--- config.mk ---
export PLATFORM = sky130hd
export DESIGN_NAME = muldiv_sequencer
export DESIGN_NICKNAME = d
export VERILOG_FILES = /design/src/rtl/muldiv_sequencer.sv
export SDC_FILE = /design/constraint.sdc
export NUM_CORES = 1
export LEC_CHECK = 0
export CAP_MARGIN = 30
export CORE_MARGIN = 5
export CORE_UTILIZATION = 60
export CTS_BUF_LIST = sky130_fd_sc_hd__clkbuf_4
export CTS_CLUSTER_SIZE = 16
export DETAILED_ROUTE_END_ITERATION = 12
export GPL_TIMING_DRIVEN = 1
export MAX_ROUTING_LAYER = met4
export PLACE_DENSITY = 0.82
export SYNTH_ARGS = -nofsm -noshare
export SYNTH_HDL_FRONTEND = slang
export SYNTH_SLANG_ARGS = --single-unit
--- constraint.sdc ---
create_clock -name clk -period 3.3 [get_ports clk]
set_input_delay 0.33 -clock clk [delete_from_list [all_inputs] [get_ports clk]]
set_output_delay 0.33 -clock clk [all_outputs]
set_load 0.02 [all_outputs]
--- src/rtl/muldiv_sequencer.sv ---
// Iterative unsigned multiply / divide unit: one shift-add or restoring-divide
// step per clock, DATA_WIDTH steps per operation, single-cycle done pulse.
module muldiv_sequencer #(
  parameter int DATA_WIDTH = 32
) (
  input  logic                  clk,
  input  logic                  reset,
  input  logic                  start_i,
  input  logic [1:0]            op_i,
  input  logic [DATA_WIDTH-1:0] rs1_i,
  input  logic [DATA_WIDTH-1:0] rs2_i,
  input  logic                  flush_i,
  output logic                  busy_o,
  output logic                  done_o,
  output logic [DATA_WIDTH-1:0] result_o
);

  localparam int N  = DATA_WIDTH;
  localparam int CW = $clog2(N + 1);
  localparam logic [CW-1:0] LAST_ITER = CW'(N - 1);

  typedef enum logic [1:0] {
    S_IDLE = 2'd0,
    S_RUN  = 2'd1,
    S_DONE = 2'd2
  } state_t;

  state_t          r_state;
  logic [1:0]      r_op;
  logic [N-1:0]    r_b;
  logic [N-1:0]    r_hi;
  logic [N-1:0]    r_lo;
  logic [CW-1:0]   r_cnt;
  logic            r_divzero;
  logic            r_done;
  logic [N-1:0]    r_result;

  logic [N:0]      w_mul_sum;
  logic [N:0]      w_div_shift;
  logic [N:0]      w_div_diff;
  logic            w_qbit;
  logic [N-1:0]    w_hi_next;
  logic [N-1:0]    w_lo_next;
  logic [N-1:0]    w_final;

  // Multiply: hi accumulates, lo holds the multiplier shifting out LSB-first.
  // Divide: hi is the partial remainder, lo shifts dividend out / quotient in.
  assign w_mul_sum   = {1'b0, r_hi} + (r_lo[0] ? {1'b0, r_b} : {(N+1){1'b0}});
  assign w_div_shift = {r_hi, r_lo[N-1]};
  assign w_div_diff  = w_div_shift - {1'b0, r_b};
  assign w_qbit      = ~w_div_diff[N];

  always_comb begin
    w_hi_next = r_hi;
    w_lo_next = r_lo;
    if (r_op[1]) begin
      w_hi_next = w_qbit ? w_div_diff[N-1:0] : w_div_shift[N-1:0];
      w_lo_next = {r_lo[N-2:0], w_qbit};
    end else begin
      w_hi_next = w_mul_sum[N:1];
      w_lo_next = {w_mul_sum[0], r_lo[N-1:1]};
    end
  end

  // op[0] selects the high half (MULHU / REMU); divide-by-zero bypasses the datapath.
  always_comb begin
    w_final = r_op[0] ? w_hi_next : w_lo_next;
    if (r_divzero) begin
      w_final = r_op[0] ? r_lo : {N{1'b1}};
    end
  end

  always_ff @(posedge clk or negedge reset) begin
    if (!reset) begin
      r_state   <= S_IDLE;
      r_op      <= 2'b00;
      r_b       <= '0;
      r_hi      <= '0;
      r_lo      <= '0;
      r_cnt     <= '0;
      r_divzero <= 1'b0;
      r_done    <= 1'b0;
      r_result  <= '0;
    end else begin
      r_done <= 1'b0;
      case (r_state)
        S_IDLE: begin
          if (start_i && !flush_i) begin
            r_op      <= op_i;
            r_b       <= op_i[1] ? rs2_i : rs1_i;
            r_hi      <= '0;
            r_lo      <= op_i[1] ? rs1_i : rs2_i;
            r_cnt     <= '0;
            r_divzero <= op_i[1] && (rs2_i == '0);
            r_state   <= S_RUN;
          end
        end
        S_RUN: begin
          if (flush_i) begin
            r_state <= S_IDLE;
          end else if (r_divzero) begin
            r_result <= w_final;
            r_done   <= 1'b1;
            r_state  <= S_DONE;
          end else begin
            r_hi  <= w_hi_next;
            r_lo  <= w_lo_next;
            r_cnt <= r_cnt + CW'(1);
            if (r_cnt == LAST_ITER) begin
              r_result <= w_final;
              r_done   <= 1'b1;
              r_state  <= S_DONE;
            end
          end
        end
        S_DONE: begin
          r_state <= S_IDLE;
        end
        default: begin
          r_state <= S_IDLE;
        end
      endcase
    end
  end

  assign busy_o   = (r_state != S_IDLE);
  assign done_o   = r_done;
  assign result_o = r_result;

endmodule
==> qor.yml, run 1 <==
yosys:
  syn_area_per_cell_um2: 8.20
  synthArstFlopShare_pct: 100
  synth_area_leader_cell: "dfrtp_1"
  seq_area_frac_synth_pct: 28.5
  synth_cell_types: 101
  synthesis.nets: 1637
  synth_area_leaders: "dfrtp_1 (28%), mux2i_1 (8.9%), ha_1 (6.6%)"
  synthCells: 1500
  syn_area_mm2: 0.0123
  yosys_warnings: 0
  synth_edf_count: 0
  yosysTopAreaCellShare_pct: 28.5
  synth_ff_type: "dfrtp_1"
  yosys_register_bits: 140
floorplan:
  io_pins: 104
  die-width_um: 153
  core_area_mm2: 0.0202
  start_util_pct: 60.8
  dieHeight_um: 153
  dieArea_mm2: 0.0235
  fp-row-count: 52
sta:
  timing.slew.headroom_pct: 43.7
  setup_viol_count_final: 0
  worstMarginPinSlew_ps: 845
  drv_slew: 0
  skew_ps: 35.6
  fin_crit_ps: 3210
  hold_violations: 0
  setup_tns_ps: 0
  post-route-period-util_pct: 97.2
  rsz0062_at_grt: "false"
  hold-worst-slack_ps: 317
  fmax_mhz: 312
critical_path:
  critical_path.slowest_cell: "dfrtp_1"
  path_cells: "ha_1 -> fa_2 -> nand2b_1 -> a211o_1 -> a211oi_1 -> a21oi_1 -> o21ai_0 -> xor2_1 -> a211oi_1 -> buf_4 -> o31ai_1"
  critPathLaunchType: "register"
  critPathKind: "register to register"
  crit_path_max_fanout: 3
  cp_data_required_time_ps: 3770
  cpMostUsedCell: "a211oi_1"
  critical-path-max-stage-delay_ps: 440
  end_kind: "register"
  arrival_ps: 3680
finish:
  fin_nets: 1820
  multi_input_area_mm2: 0.00830
  drive_above_1_share_pct: 16.5
  fillerInstances: 1560
  area_growth_pct: 21.7
  register_area_mm2: 0.00351
  fin_util_pct: 73.9
power_and_ir_drop:
  p_leak_nw: 6.67
  vdd_drop_max_uv: 527
  powerDensity_mw_per_mm2: 946
drt:
  drtAntennaViolNets: 0
  wl_um: 46400
  avgRoutedWirePerCell_um: 23.6
  first_iter_violations: 1616
  first_pass_iters: 6
  drcViolationCount: 0
  vias: 13200
  routed_via_density: 6.73
global_routing:
  grt_antenna_before_repair: 1
  grt_max_degree: 82
  grt_pass1_vias: 12500
  grt-ovfl-total: 0
  grtUsageTotal_pct: 39.9
  grt_pass1_wl_um: 71800
run_status:
  status: "complete, no violations"
clock_tree:
  cts_buffers: 17
  htreeDepth: 4
  clock_latency_ps: 590
  cts_tree: "yes"
  clock-root-buffer: "clkbuf_4"
  clk_pin_slew_ps: 140
  cts_max_path_buffers: 2
  clock-sinks: 140
run:
  max_cap_viol_count: 0
place:
  gp_congestion: 1.07
  io_buffers: 103
  dp_hpwl_um: 36100
hold_path:
  hold_class: "primary input to register"
report_power, final:
| part | total (mW) | leakage (nW) | switching [mW] | internal (mW) |
|---|---|---|---|---|
| logic | 10.1 | 4.72 | 5.99 | 4.08 |
| clock network | 1.19 | 0.150 | 0.780 | 0.410 |
| registers | 2.90 | 1.80 | 0.658 | 2.24 |
| total | 14.2 | 6.67 | 7.43 | 6.73 |
worst paths after layout:
check / start / end / slack (ps) / depth (start not counted)
worst max-delay path: r_b[0]$_DFFE_PN0P_ / result_o[18]$_DFFE_PN0P_ / 90 / 11
worst min-delay path: op_i[0] / r_op[0]$_DFFE_PN0P_ / 320 / 3
worst max register to register: r_b[0]$_DFFE_PN0P_ / result_o[18]$_DFFE_PN0P_ / 90 / 11
worst min register to register: result_o[25]$_DFFE_PN0P_ / result_o[25]$_DFFE_PN0P_ / 500 / 2
max in group asynchronous: reset / r_lo[30]$_DFFE_PN0P_ / 2010 / 3
min in group asynchronous: reset / r_b[4]$_DFFE_PN0P_ / 330 / 2
kinds of logic after synthesis:
| logic type | synth area share, % |
|---|---|
| and+or+nand+nor | 18.8 |
| AOI/OAI and AO/OA | 28.0 |
| muxes | 8.97 |
| DFF | 28.5 |
| buffers and inverters | 5.49 |
| adders and majority gates | 6.94 |
| xor gates and xnor gates | 3.28 |
synthesized netlist by cell type (15+ instances only):
cell type	count
nand2_1	195
nand3_1	44
nor3_1	35
mux2i_1	109
a21o_1	19
o21ai_1	16
o211ai_1	17
nor4_1	17
xor2_1	18
a21oi_1	104
nor2_1	104
a211oi_1	38
clkbuf_1	69
inv_1	60
dfrtp_1	140
nand4_1	15
a31oi_1	16
o221ai_1	45
ha_1	65
xnor2_1	28
o21ai_0	122
routing by layer:
metal	up-vias	global-route usage [%]	routed length, um
li1	5979	-	-
met1	6342	56.1	19700
met2	808	56.9	19600
met3	101	11.1	5780
met4	0	10.4	1320
met5	-	-	0
worst max-delay path: cells and delay by family (launching register included):
kind	cells	cell delay, ps
buffers and inverters	1	170
and+or+nand+nor	1	190
AOI/OAI and AO/OA	6	1400
adders and majority gates	2	630
DFF	1	440
xor gates and xnor gates	1	290
registers in the layout (all words and copies together) (netlist names):
| signal | flops |
|---|---|
| r_b | 32 |
| r_hi | 32 |
| r_lo | 32 |
| result_o | 32 |
| r_cnt | 6 |
| r_op | 2 |
| r_state | 2 |
| done_o | 1 |
| r_divzero | 1 |
stage by stage:
| step | area (um2) | std cells | worst slack, ps | total power, mW |
|---|---|---|---|---|
| after global routing | 15000 | 1967 | 6.92 | 14.9 |
| after CTS | 14800 | 1964 | 0.719 | 13.6 |
| after global placement | 14500 | 1931 | 85.6 | 12.2 |
| after detailed placement | 14500 | 1931 | 31.2 | 12.4 |
| after floorplan | 12300 | 1500 | 242 | 8.75 |
| final | 15000 | 1967 | 91.5 | 14.2 |
cell usage in the layout (no fill, tap or decap), drive strengths merged, types with 7 or more instances in the layout:
master	synthesis	final
dfrtp	140	140
xnor2	28	28
clkdlybuf4s50	0	101
a31oi	16	16
nand3	46	46
mux2i	109	109
a211oi	43	43
a21oi	108	108
o221ai	46	46
nor2	104	104
and3	7	7
o211ai	17	17
o21bai	8	8
nand4	16	16
and2	9	9
nor3	39	39
clkbuf	72	18
a21boi	8	8
o21ai	138	138
nand2	195	195
a21o	19	19
nand2b	8	8
nor2b	9	9
o31ai	15	15
inv	60	67
nor4	20	20
xor2	18	18
ha	65	65
a211o	7	7
buf	24	158
timing repair:
item                                   CTS  global route
resized for setup                        0            42
setup endpoints to repair                0            48
setup buffers                            0             2
endpoints found under the hold margin   78             0
hold buffers                             1             0
area by class of cell:
type	count	area share [%]
clock buffer	18	0.903
multi-input combinational	1204	55.5
sequential	140	23.4
inverter	60	1.51
timing repair buffer	260	15.4
antenna	1	0.0167
clock inverter	14	1.01
tap	270	2.26
Power figures use the tool's default switching activity.
==> run 2: changes to the inputs <==
SLEW_MARGIN = 5   (was not set)
clock period = 4.1 ns   (was 3.3 ns; I/O delays follow)
==> run 2 against run 1 <==
  * Setup slack improved by 48 ps
  * Cell area fell by 7.6%
  * Critical path depth up 1
  * Largest cell class unchanged
  * Wire length decreased by 5.4%
  * Largest power group unchanged
  * Via count fell by 3.6%
  * Utilization fell by 5.6 points
  * Highest routed layer unchanged
==> qor.yml, run 2 (synthesis gave the netlist of run 1 again) <==
place:
  place_ws_ps: 157
  placed_area_mm2: 0.0135
  dp_hpwl_um: 33800
  gp_congestion: 1.04
  io_buffers: 103
sta:
  worstMarginPinSlew_ps: 949
  drv_slew: 0
  timing.slew.headroom_pct: 36.6
  hold_violations: 0
  hold-worst-slack_ps: 414
  setup_viol_count_final: 0
  fmax_mhz: 253
  setup_slack_ps: 140
  rsz0062_at_grt: "false"
  fin_crit_ps: 3960
  skew_ps: 25.9
  post-route-period-util_pct: 96.6
  setup_tns_ps: 0
critical_path:
  crit_path_max_fanout: 19
  setup.worst_path.start: "r_lo[0]$_DFFE_PN0P_"
  end_kind: "register"
  cp_data_required_time_ps: 4610
  critPathLaunchType: "register"
  arrival_ps: 4470
  rr_startpoint: "r_lo[0]$_DFFE_PN0P_"
  critPathKind: "register to register"
finish:
  fin_nets: 1697
  fillerInstances: 1703
  area_growth_pct: 12.4
  layout_common_cells: "nand2_1 (194), dfrtp_1 (139), o21ai_0 (121)"
  layout_commonest_cell: "nand2_1"
  drive_above_1_share_pct: 7.82
  fin_area_mm2: 0.0138
drt:
  wl_um: 43900
  vias: 12800
  first_iter_violations: 1785
  drtAntennaViolNets: 0
  routed_via_density: 6.92
  drcViolationCount: 0
  first_pass_iters: 8
  avgRoutedWirePerCell_um: 23.8
power_and_ir_drop:
  total_power_mw: 10.4
  p_leak_nw: 6.02
  powerDensity_mw_per_mm2: 756
  vdd_drop_max_uv: 346
global_routing:
  grt_max_degree: 90
  grtUsageTotal_pct: 37.6
  grt_antenna_before_repair: 1
  grt-ovfl-total: 0
  grt_pass1_wl_um: 68100
  grt_pass1_vias: 11700
floorplan:
  core_area_mm2: 0.0202
  fp-row-count: 52
  dieArea_mm2: 0.0235
  io_pins: 104
  dieHeight_um: 153
  start_util_pct: 60.8
  die-width_um: 153
clock_tree:
  clock-sinks: 140
  cts_tree: "yes"
  cts_buffers: 17
  htreeDepth: 4
  post-cts-setup-buffers: 0
  clk_pin_slew_ps: 140
  cts_max_path_buffers: 2
  clock_latency_ps: 590
  clock-root-buffer: "clkbuf_4"
hold_path:
  min_from: "op_i[0]"
  hold_class: "primary input to register"
run_status:
  status: "complete, no violations"
run:
  max_cap_viol_count: 0
## run 2: cell count changes in the layout (fill, tap and decap cells not counted), moves of 5 or more
cell      delta
buf_4      -117
a211oi_2     -7
a211oi_1     +7
o21ai_1      -5
buf_12       -6
o21ai_0      +5
## run 2: per-stage QoR
| step | utilization (%) | instances |
|---|---|---|
| detailed placement | 66.7 | 1810 |
| global route | 68.3 | 1844 |
| floorplan | - | 1500 |
| global placement | 66.7 | 1810 |
| CTS | 68.2 | 1843 |
| finish | 68.3 | 1844 |
## run 2: worst paths after layout
path	depth (start not counted)	end	slack, ps
setup / recovery	12	result_o[24]$_DFFE_PN0P_	140
hold / removal	3	r_op[0]$_DFFE_PN0P_	410
setup reg to reg	12	result_o[24]$_DFFE_PN0P_	140
hold reg to reg	2	r_b[16]$_DFFE_PN0P_	500
max in group asynchronous	3	result_o[14]$_DFFE_PN0P_	2650
min in group asynchronous	2	r_b[3]$_DFFE_PN0P_	440
## run 2: area by class of cell
type	instances	area (um2)	area share, %
Antenna cell	1	2.50	0.0181
Inverter	60	225	1.63
Timing Repair Buffer	137	1300	9.41
Multi-Input combinational cell	1204	8150	59.0
Clock buffer	18	135	0.978
Sequential cell	140	3510	25.4
Clock inverter	14	159	1.15
Tap cell	270	338	2.44
## run 2: what timing repair did
item | in CTS | in global routing
endpoints found under the hold margin | 87 | 0
resized for setup | 0 | 1
setup endpoints to repair | 0 | 5
hold buffers | 1 | 0
## run 2: critical path, cell delays in order, from the launching register on
cell and delay [ps]:
dfrtp_1 470, inv_1 450, buf_4 380, nor2_1 90, ha_1 400, o21ai_0 120, o21bai_1 270, a2111oi_1 170
or3_1 440, o41a_1 360, o311ai_1 420, a21oi_1 150, o21ai_1 150
## run 2: routing by layer
layer | track usage [%] | routed length, um
met5 | - | 0
met4 | 8.06 | 1130
met3 | 12.5 | 6230
met2 | 51.3 | 18000
met1 | 54.4 | 18600
## run 2: where the power goes
| group | switching, mW | internal, mW |
|---|---|---|
| Combinational | 4.58 | 2.54 |
| Clock | 0.581 | 0.382 |
| Sequential | 0.561 | 1.80 |
| Total | 5.72 | 4.72 |
